[src/rtl/max_exp_renorm.sv]
// max_exp_renorm: turns a signed fixed-point sum aligned to a shared maximum
// exponent back into a normalized FP16 value, rounded to nearest-even.
// Two registered stages with a valid/ready handshake; stage 1 finds sign,
// magnitude and leading-one position, stage 2 normalizes, rounds and
// resolves zero / infinity / flush-to-zero.
module max_exp_renorm #(
  parameter int ACC_W          = 16,
  parameter int FRAC_W         = 10,
  parameter int FP16_exp_width = 5
) (
  input  logic                      i_clk,
  input  logic                      i_rst,
  input  logic                      i_valid,
  output logic                      o_ready,
  input  logic [ACC_W-1:0]          i_sum,
  input  logic [FP16_exp_width:0]   i_max_exp,
  input  logic                      i_zero,
  output logic                      o_valid,
  input  logic                      i_ready,
  output logic [15:0]               o_z,
  output logic [50:0]               number
);

  localparam int MANT_W = 10;
  localparam int P_W    = $clog2(ACC_W);
  // Exponent arithmetic is carried wide enough that neither the largest
  // shared exponent plus leading-one position nor a negative result can wrap.
  localparam int E_W    = FP16_exp_width + P_W + 3;
  localparam logic [E_W-1:0] EXP_INF = E_W'((1 << FP16_exp_width) - 1);
  localparam logic [50:0] GATE_COUNT = 51'd1873;

  // Handshake enables
  logic s2_en;
  logic s1_en;

  // Stage 1 registers
  logic                    s1_valid;
  logic                    s1_sign;
  logic [ACC_W-1:0]        s1_mag;
  logic [P_W-1:0]          s1_p;
  logic [FP16_exp_width:0] s1_exp;
  logic                    s1_zero;

  // Stage 1 combinational values
  logic [ACC_W-1:0] mag_in;
  logic [P_W-1:0]   lead;

  // Stage 2 combinational values
  logic [P_W-1:0]    shift;
  logic [ACC_W-1:0]  norm;
  logic [MANT_W-1:0] mant_raw;
  logic              guard;
  logic              sticky;
  logic              round_up;
  logic [MANT_W:0]   mant_sum;
  logic              carry;
  logic [E_W-1:0]    e_adj;
  logic              underflow;
  logic              overflow;
  logic              is_zero;
  logic [15:0]       z_next;

  // The output stage may advance when it is empty or being drained; the
  // first stage may advance when it is empty or the output stage advances.
  // o_ready therefore depends combinationally on i_ready.
  assign s2_en   = !o_valid || i_ready;
  assign s1_en   = !s1_valid || s2_en;
  assign o_ready = s1_en;
  assign number  = GATE_COUNT;

  // Two's-complement magnitude; the most negative sum maps to 2^(ACC_W-1),
  // which still fits in ACC_W unsigned bits.
  assign mag_in = i_sum[ACC_W-1] ? (~i_sum + ACC_W'(1)) : i_sum;

  // Leading-one search: the highest set bit wins because it is visited last.
  always_comb begin
    lead = '0;
    for (int i = 0; i < ACC_W; i++) begin
      if (mag_in[i]) lead = P_W'(i);
    end
  end

  // Stage 1: capture sign, magnitude, leading-one position and side info.
  always_ff @(posedge i_clk) begin
    if (i_rst) begin
      s1_valid <= 1'b0;
      s1_sign  <= 1'b0;
      s1_mag   <= '0;
      s1_p     <= '0;
      s1_exp   <= '0;
      s1_zero  <= 1'b0;
    end else if (s1_en) begin
      s1_valid <= i_valid;
      s1_sign  <= i_sum[ACC_W-1];
      s1_mag   <= mag_in;
      s1_p     <= lead;
      s1_exp   <= i_max_exp;
      s1_zero  <= i_zero;
    end
  end

  // Stage 2 datapath: normalize so the leading one sits in the top bit, take
  // the next MANT_W bits as the fraction, round to nearest-even on the rest,
  // then build the FP16 word with the special cases taking priority.
  always_comb begin
    shift     = P_W'(ACC_W - 1) - s1_p;
    norm      = s1_mag << shift;
    mant_raw  = norm[ACC_W-2 -: MANT_W];
    guard     = norm[ACC_W-2-MANT_W];
    sticky    = |norm[ACC_W-3-MANT_W:0];
    round_up  = guard && (sticky || mant_raw[0]);
    mant_sum  = {1'b0, mant_raw} + (MANT_W+1)'(round_up);
    carry     = mant_sum[MANT_W];
    e_adj     = E_W'(s1_exp) + E_W'(s1_p) - E_W'(FRAC_W) + E_W'(carry);
    underflow = e_adj[E_W-1] || (e_adj == '0);
    overflow  = !e_adj[E_W-1] && (e_adj >= EXP_INF);
    // A zero magnitude leaves no leading one after normalization.
    is_zero   = s1_zero || !norm[ACC_W-1];
    z_next    = {s1_sign, e_adj[FP16_exp_width-1:0], mant_sum[MANT_W-1:0]};
    if (is_zero) begin
      z_next = 16'h0000;
    end else if (overflow) begin
      z_next = {s1_sign, {FP16_exp_width{1'b1}}, {MANT_W{1'b0}}};
    end else if (underflow) begin
      z_next = {s1_sign, {(FP16_exp_width + MANT_W){1'b0}}};
    end
  end

  // Stage 2: register the result; holds stable while downstream stalls.
  always_ff @(posedge i_clk) begin
    if (i_rst) begin
      o_valid <= 1'b0;
      o_z     <= 16'h0000;
    end else if (s2_en) begin
      o_valid <= s1_valid;
      if (s1_valid) o_z <= z_next;
    end
  end

endmodule

[config.mk]
export PLATFORM = sky130hd
export DESIGN_NAME = max_exp_renorm
export DESIGN_NICKNAME = d
export VERILOG_FILES = /design/src/rtl/max_exp_renorm.sv
export SDC_FILE = /design/constraint.sdc
export NUM_CORES = 1
export LEC_CHECK = 0
export BUFFER_PORTS_ARGS = -buffer_cell sky130_fd_sc_hd__buf_2
export CAP_MARGIN = 20
export CORE_MARGIN = 4
export CORE_UTILIZATION = 40
export CTS_CLUSTER_SIZE = 30
export DETAILED_ROUTE_END_ITERATION = 8
export SLEW_MARGIN = 20
export SYNTH_ARGS = -nofsm -noshare
export SYNTH_HDL_FRONTEND = slang
export SYNTH_SLANG_ARGS = --single-unit
[constraint.sdc]
create_clock -name i_clk -period 4.75 [get_ports i_clk]
set_input_delay 0.7125 -clock i_clk [delete_from_list [all_inputs] [get_ports i_clk]]
set_output_delay 0.7125 -clock i_clk [all_outputs]
set_load 0.005 [all_outputs]
# Yosys cells after proc, flatten, opt, wreduce, memory -nomap -nowiden
# Index checks and enable logic that the tools add are counted.
[word_totals]
register_bits = 46
latch_bits = 0
ramBits = 0
romBits = 0
elab_cells = 50
n_memories = 0
[op_classes]
addsub = 6
multipliers = 0
n_div = 0
order_cmp = 1
eq_ne = 0
shifts = 1
muxes = 19
bitwise = 1
reduce_logical = 14
[ops]
columns = ["op", "count"]
rows = [
  ["$mux W4", 14],
  ["$mux W16", 2],
  ["$mux W15", 2],
  ["$add A16 B1 Y16 const B", 1],
  ["$not A16 Y16", 1],
  ["$shl A16 B4 Y16", 1],
  ["$ge A12 B5 Y1 const B", 1],
  ["$logic_not A12 Y1", 1],
  ["$add A10 B1 Y11", 1],
  ["$add A8 B2 Y9", 1],
  ["$sub A7 B4 Y8 const B", 1],
  ["$add A6 B4 Y7", 1],
  ["$logic_or A1 B1 Y1", 5],
  ["$logic_not A1 Y1", 4],
  ["$reduce_or A4 Y1", 1],
  ["$sub A4 B4 Y4 const A", 1],
  ["$logic_and A1 B1 Y1", 2],
  ["$reduce_and A2 Y1", 1],
  ["$mux W1", 1],
]

# Depth between registers and ports, before layout
# Gate-level depths: netlist of the first run.
[depth]
word_depth = 18
depth_mapped = 19

# Least setup slack after synthesis of the first run
# OpenSTA, ideal clock, no wires.
[synth_timing]
path_type = "register -> register"
start = "reg s1_p[0]"
end = "reg o_z[7]"
arrival_time_ns = 3.904
slack_ns = 0.762
path_stages_with_launch = 20
synth_period_minus_slack_ns = 3.988
cell_sequence = "dfxtp_1 > buf_6 > buf_2 > buf_2 > a211o_1 > o21ai_0 > and2_1 > ha_1 > nand2_1 > nand4bb_1 > nor4_1 > ha_1 > and3_1 > nand2_2 > or4_4 > mux2i_4 > a21oi_2 > or2_1 > buf_6 > o31ai_4"
[synth_between]
elab_chain_len = 12
[synth_rtl]
columns = ["element", "line", "rtl"]
rows = [
  ["from (decl)", "40", "logic [P_W-1:0] s1_p;"],
  ["from (signal assigned)", "96", "s1_p <= lead;"],
  ["branches (longest 11 deep; another with $ge A12 B5 Y1)", "n/a", ""],
  ["$mux W16 *", "120", "if (is_zero) begin"],
  ["to (signal assigned)", "136", "if (s1_valid) o_z <= z_next;"],
  ["to (decl)", "20", "output logic [15:0] o_z,"],
]
# Mark *: on every way between the ends.
# A chain may end at the register's enable or synchronous reset.

# Worst setup path after layout of the first run
[layout_timing]
start = "reg s1_p[2]"
end = "reg o_z[0]"
# The elaborated chain is that of the path after synthesis.

==> reports/qor.yml, run 1 <==
status: "finished, final reports clean"
dieArea_sq_um: 12000
final_util: 0.438
clkSlewWorstSetupHoldPaths_ns: 0.09
ys_ff_latch: 46
vdd_drop_max_mv: 0.190
cts_hold_buf: 0
cts_num_sinks: 46
max_freq_mhz: 227
area_delta_synth_final_pct: 5.25
max_stage_delay_ns: 0.53
ys_top_cells_by_area: "dfxtp_1, buf_4, nand2_1"
vias: 3412
place_inst: 656
diodes: 0
required_ns: 4.97
pin_count: 96
portBuffers: 44
dp_hpwl_microns: 7370
ys_types: 81
synth_top_area_cell: "dfxtp_1"
dr.pass1.iters: 4
postLayoutSetupSlackWorst_ns: 0.346
multiInputGateArea_sq_um: 2770
crit_fanout: 13
seq_area_frac_synth: 0.224
die_width_microns: 109
cp_common_cell: "ha_1"
leakage_nw: 1.81
slew_viol_final: 0
antenna_found_initial: 0
htree_levels: 2
grt_use_total: 0.158
drc: 0
wl_per_cell_microns: 14.0
cts_tree: "yes"
grt_start_max_net_pins: 38
viasPerCell: 5.14
critPathCaptureType: "flop"
synth_top_cell_area_share: 0.224
hold_class: "flop to flop"
grt_pass1_wl_microns: 15500
min_period_over_period: 0.927
layout-drive-gt1-share: 0.200
tns_ns: 0
crit_path_top_delay_cell: "or4_4"
avgSynthCellArea_sq_um: 8.22
grt_pass1_vias: 3346
insertion_delay_ns: 0.30
async_flop_share: 0
gp_congestion: 0.869
drt_iter0_drc: 136
ant_nets: 0
wl_microns: 9270
grt_overflow: 0
std_cell_rows: 36
die_y_microns: 109
ys_warn_count: 0
core_area_sq_um: 9910
fillers: 1036
synth_cells: 501
final_common_cell: "nand2_1"
worst_clock_skew_ns: 0.00806
hold_viol: 0
clockBufferDepth: 2
regArea_sq_um: 922
cts_made_buffers: 5
rsz0062_at_grt: "no"
hold_ws_ns: 0.458
pre_cts_slack_ns: 0.293
synth_edf_count: 0
tightest_slew_ns: 0.831
critical_path_class: "flop to flop"
start_util: 0.416
synth_ff_type: "dfxtp_1"
crit_chain: "buf_4, nor2b_1, nand4_1, a31oi_1, ha_1, nand2_1, nand4bb_1, nor4_1, ha_1, and3_1, nand2_2, or4_4, mux2i_4, a21oi_2, or2_1, o31ai_2"
slew_headroom: 0.445
arrival_ns: 4.62
powerDensity_nw_per_um2: 256
fin_nets: 572
setup_viol: 0
layout_min_cycle_time_ns: 4.40
syn-cell-area_sq_um: 4120
layout_common_cells: "nand2_1, conb_1, dfxtp_1"
maxCapViolations: 0
reg2reg_slack_ns: 0.35
root_buffer: "clkbuf_8"
critPathLaunchType: "flop"
instances_no_fill: 664
-- cell type report --
cell class / count / area share
multi-input cells: 401 / 0.638
flip-flops and latches: 46 / 0.213
repair buffers: 53 / 0.0664
well taps: 133 / 0.0384
inverters: 23 / 0.0199
clock buffers: 5 / 0.0159
clock inverters: 3 / 0.00923
-- power breakdown --
part | internal (mW) | switching, mW
Sequential | 0.407 | 0.0273
Combinational | 0.156 | 0.224
Clock | 0.155 | 0.140
-- cells in the mapped netlist (all sizes together), types with 2 or more instances --
| master | n |
|---|---|
| buf | 64 |
| nand2 | 56 |
| dfxtp | 46 |
| nor2 | 37 |
| a21oi | 25 |
| inv | 22 |
| a211oi | 20 |
| clkbuf | 16 |
| o21ai | 16 |
| xnor2 | 15 |
| ha | 14 |
| mux2 | 14 |
| o31ai | 14 |
| xor2 | 13 |
| nor2b | 8 |
| and2 | 7 |
| mux2i | 6 |
| mux4 | 6 |
| nand2b | 6 |
| nand3 | 6 |
| nor3 | 6 |
| a31oi | 5 |
| nor3b | 5 |
| or2 | 5 |
| a32oi | 4 |
| o41ai | 4 |
| or4 | 4 |
| a211o | 3 |
| a22oi | 3 |
| a311oi | 3 |
| nand4 | 3 |
| nor4 | 3 |
| o211ai | 3 |
| a2111oi | 2 |
| a21o | 2 |
| a221oi | 2 |
| a22o | 2 |
| a41oi | 2 |
| and3 | 2 |
| and3b | 2 |
| conb | 2 |
| o221ai | 2 |
| o311ai | 2 |
-- per-stage QoR --
stage | instance area, sq um | total power, mW
after floorplan | 4300 | 0.769
after global placement | 4230 | 0.815
after detailed placement | 4230 | 0.820
after CTS | 4340 | 1.12
after global routing | 4340 | 1.18
final | 4340 | 1.11
-- timing repair --
item / 4_1_cts / 5_1_grt
endpoints found under the setup margin: 0 / 10
setup buffers: 0 / 0
resized for setup: 0 / 1
hold endpoints to repair: 0 / 0
-- worst max-delay path, delay by kind of cell, from the launching register on --
family                     cells  cell delay (ns)
and+or+nand+nor                9             2.41
DFF                            1             0.38
buffers and inverters          1             0.21
AOI/OAI and AO/OA              3             0.66
muxes                          1             0.19
adders and majority gates      2             0.45
-- registers in the layout, summed over array words and instances (netlist names) --
| name | flops |
|---|---|
| s1_mag | 16 |
| o_z | 16 |
| s1_exp | 6 |
| s1_valid | 1 |
| s1_sign | 1 |
| s1_p | 4 |
| s1_zero | 1 |
| o_valid | 1 |
-- logic make-up after synthesis --
kind of cell,synth area share
AOI/OAI and AO/OA,0.236
xor gates and xnor gates,0.0613
adders and majority gates,0.0474
buffers and inverters,0.150
DFF,0.224
muxes,0.0896
other,0.00182
and+or+nand+nor,0.190
-- path summary, 6_finish.rpt --
kind	start	endpoint	cells past startpoint
hold / removal	o_z[10]$_SDFFE_PP0P_	o_z[10]$_SDFFE_PP0P_	2
setup / recovery	s1_p[2]$_SDFFE_PP0P_	o_z[0]$_SDFFE_PP0P_	16
setup reg to reg	s1_p[2]$_SDFFE_PP0P_	o_z[0]$_SDFFE_PP0P_	16
hold reg to reg	o_z[10]$_SDFFE_PP0P_	o_z[10]$_SDFFE_PP0P_	2
-- routing by layer --
metal	part of all wire	GRT usage	up-vias
met2	0.48	0.277	93
li1	-	-	1751
met5	0	0	-
met3	0.048	0.0223	11
met1	0.46	0.203	1557
met4	0.015	0.0410	0
Note: power is estimated with default switching activity, not from simulation.
==> inputs of run 2 (changes only) <==
clock period = 5.5 ns   (was 4.75 ns; I/O delays follow)
==> run 2 against run 1 <==
Effect of this change:
- non-clock buffer count is 5 lower
- via count is 0.32% higher
- clock-buffer cell count stayed put
- wire length is 1.7% lower
- highest routed layer unchanged
==> reports/qor.yml, run 2 (synthesis gave the netlist of run 1 again) <==
status: "finished, final reports clean"
antenna_found_initial: 0  # unchanged
reg2reg_slack_ns: 0.93  # +0.58 ns
wl_microns: 9120  # -1.7%
crit_fanout: 17  # +4
cts_resized: 0  # unchanged
clkSlewWorstSetupHoldPaths_ns: 0.09  # about the same
layout_min_cycle_time_ns: 4.57  # +0.169 ns
pin_count: 96  # unchanged
tns_ns: 0  # unchanged
max_freq_mhz: 219  # -3.7%
pre_cts_slack_ns: 0.974  # +0.680 ns
slew_headroom: 0.454  # +0.00860
grt_pass1_wl_microns: 15000  # -3.1%
cts_hold_buf: 0  # unchanged
arrival_ns: 4.79  # +0.17 ns
diodes: 0  # unchanged
drc: 0  # unchanged
crit-reg2reg-launch: "s1_p[2]$_SDFFE_PP0P_"
reg_top3: "o_z: 16 flops, s1_mag: 16 flops, s1_exp: 6 flops"
grt_pass1_vias: 3207  # -4.2%
critical_path_class: "flop to flop"
setup_viol: 0  # unchanged
cts_made_buffers: 5  # unchanged
dr.pass1.iters: 4  # unchanged
vias: 3423  # +0.32%
htree_levels: 2  # unchanged
root_buffer: "clkbuf_8"
viasPerCell: 5.19  # +1.1%
required_ns: 5.72  # +0.75 ns
gp_congestion: 0.876  # +0.79%
cts_tree: "yes"
hold_class: "flop to flop"
critPathLaunchType: "flop"
worst_clock_skew_ns: 0.00859  # +0.000531 ns
core_area_sq_um: 9910  # unchanged
std_cell_rows: 36  # unchanged
vdd_drop_max_mv: 0.0952  # -50%
wl_per_cell_microns: 13.8  # -0.90%
final_common_cell: "nand2_1"
dieArea_sq_um: 12000  # unchanged
cts_setup_buffers: 0  # unchanged
min_period_over_period: 0.831  # -0.0957
grt_use_total: 0.153  # -0.00542
portBuffers: 44  # unchanged
min_from: "o_z[14]$_SDFFE_PP0P_"
die_width_microns: 109  # unchanged
grt_start_max_net_pins: 38  # unchanged
start_util: 0.416  # unchanged
hold_viol: 0  # unchanged
slew_viol_final: 0  # unchanged
die_y_microns: 109  # unchanged
layout-drive-gt1-share: 0.190  # -0.00951
fin_nets: 567  # -0.87%
rsz0062_at_grt: "no"
dp_hpwl_microns: 7220  # -2.1%
critPathCaptureType: "flop"
grt_overflow: 0  # unchanged
postLayoutSetupSlackWorst_ns: 0.927  # +0.581 ns
insertion_delay_ns: 0.31  # about the same
clockBufferDepth: 2  # unchanged
leakage_nw: 1.78  # -1.3%
cts_num_sinks: 46  # unchanged
ant_nets: 0  # unchanged
layout_common_cells: "nand2_1, conb_1, dfxtp_1"
maxCapViolations: 0  # unchanged
powerDensity_nw_per_um2: 223  # -13%
drt_iter0_drc: 149  # +9.6%
tightest_slew_ns: 0.818  # -0.0129 ns
startpoint: "s1_p[2]$_SDFFE_PP0P_"
area_delta_synth_final_pct: 4.49
[run 2: changes by cell type in the layout (fill, tap and decap cells not counted), sizes merged]
cell	change
buf	-5
clkinv	-2
inv	+2
[run 2: final timing paths]
| path | endpoint | cells after the start |
|---|---|---|
| setup / recovery | o_z[0]$_SDFFE_PP0P_ | 15 |
| hold reg to reg | o_z[14]$_SDFFE_PP0P_ | 2 |
| hold / removal | o_z[14]$_SDFFE_PP0P_ | 2 |
| setup reg to reg | o_z[0]$_SDFFE_PP0P_ | 15 |
[run 2: layout make-up]
| class | count | area (sq um) |
|---|---|---|
| clock buffers | 5 | 68.8 |
| flip-flops and latches | 46 | 921 |
| clock inverters | 3 | 47.5 |
| inverters | 23 | 86.3 |
| fillers | 1024 | 5600 |
| well taps | 133 | 166 |
| repair buffers | 48 | 250 |
| multi-input cells | 401 | 2770 |
[run 2: power breakdown]
part / internal (mW) / switching (mW) / leakage, nW
clock network: 0.139 / 0.128 / 0.0591
logic: 0.130 / 0.190 / 1.34
registers: 0.352 / 0.0250 / 0.379
total: 0.620 / 0.342 / 1.78
[run 2: layer usage]
layer,GRT usage,wire length (microns),vias up,share of wire
met1,0.200,4190,1581,0.46
met2,0.263,4410,92,0.48
met5,0,0,-,0
li1,-,-,1741,-
met3,0.0211,425,9,0.047
met4,0.0392,91,0,0.010
[run 2: per-stage QoR]
stage	util	cells	area, sq um	power [mW]	hold WS [ns]
after global routing	0.434	659	4310	1.03	0.482
after CTS	0.434	659	4310	0.971	0.462
after floorplan	-	550	4300	0.664	0.432
after detailed placement	0.423	651	4190	0.702	0.443
after global placement	0.423	651	4190	0.696	0.432
final	0.434	659	4310	0.962	0.460
[run 2: worst max-delay path, stage by stage, from the launching register on]
cell and delay [ns]:
dfxtp_1 0.72, inv_1 0.25, o21ai_0 0.42, and2_1 0.19, ha_1 0.19, nand2_1 0.06
nand4bb_1 0.23, nor4_1 0.35, ha_1 0.22, and3_1 0.21, nand2_2 0.07, or4_4 0.53
mux2i_4 0.18, a21oi_2 0.10, or2_1 0.43, o31ai_2 0.31
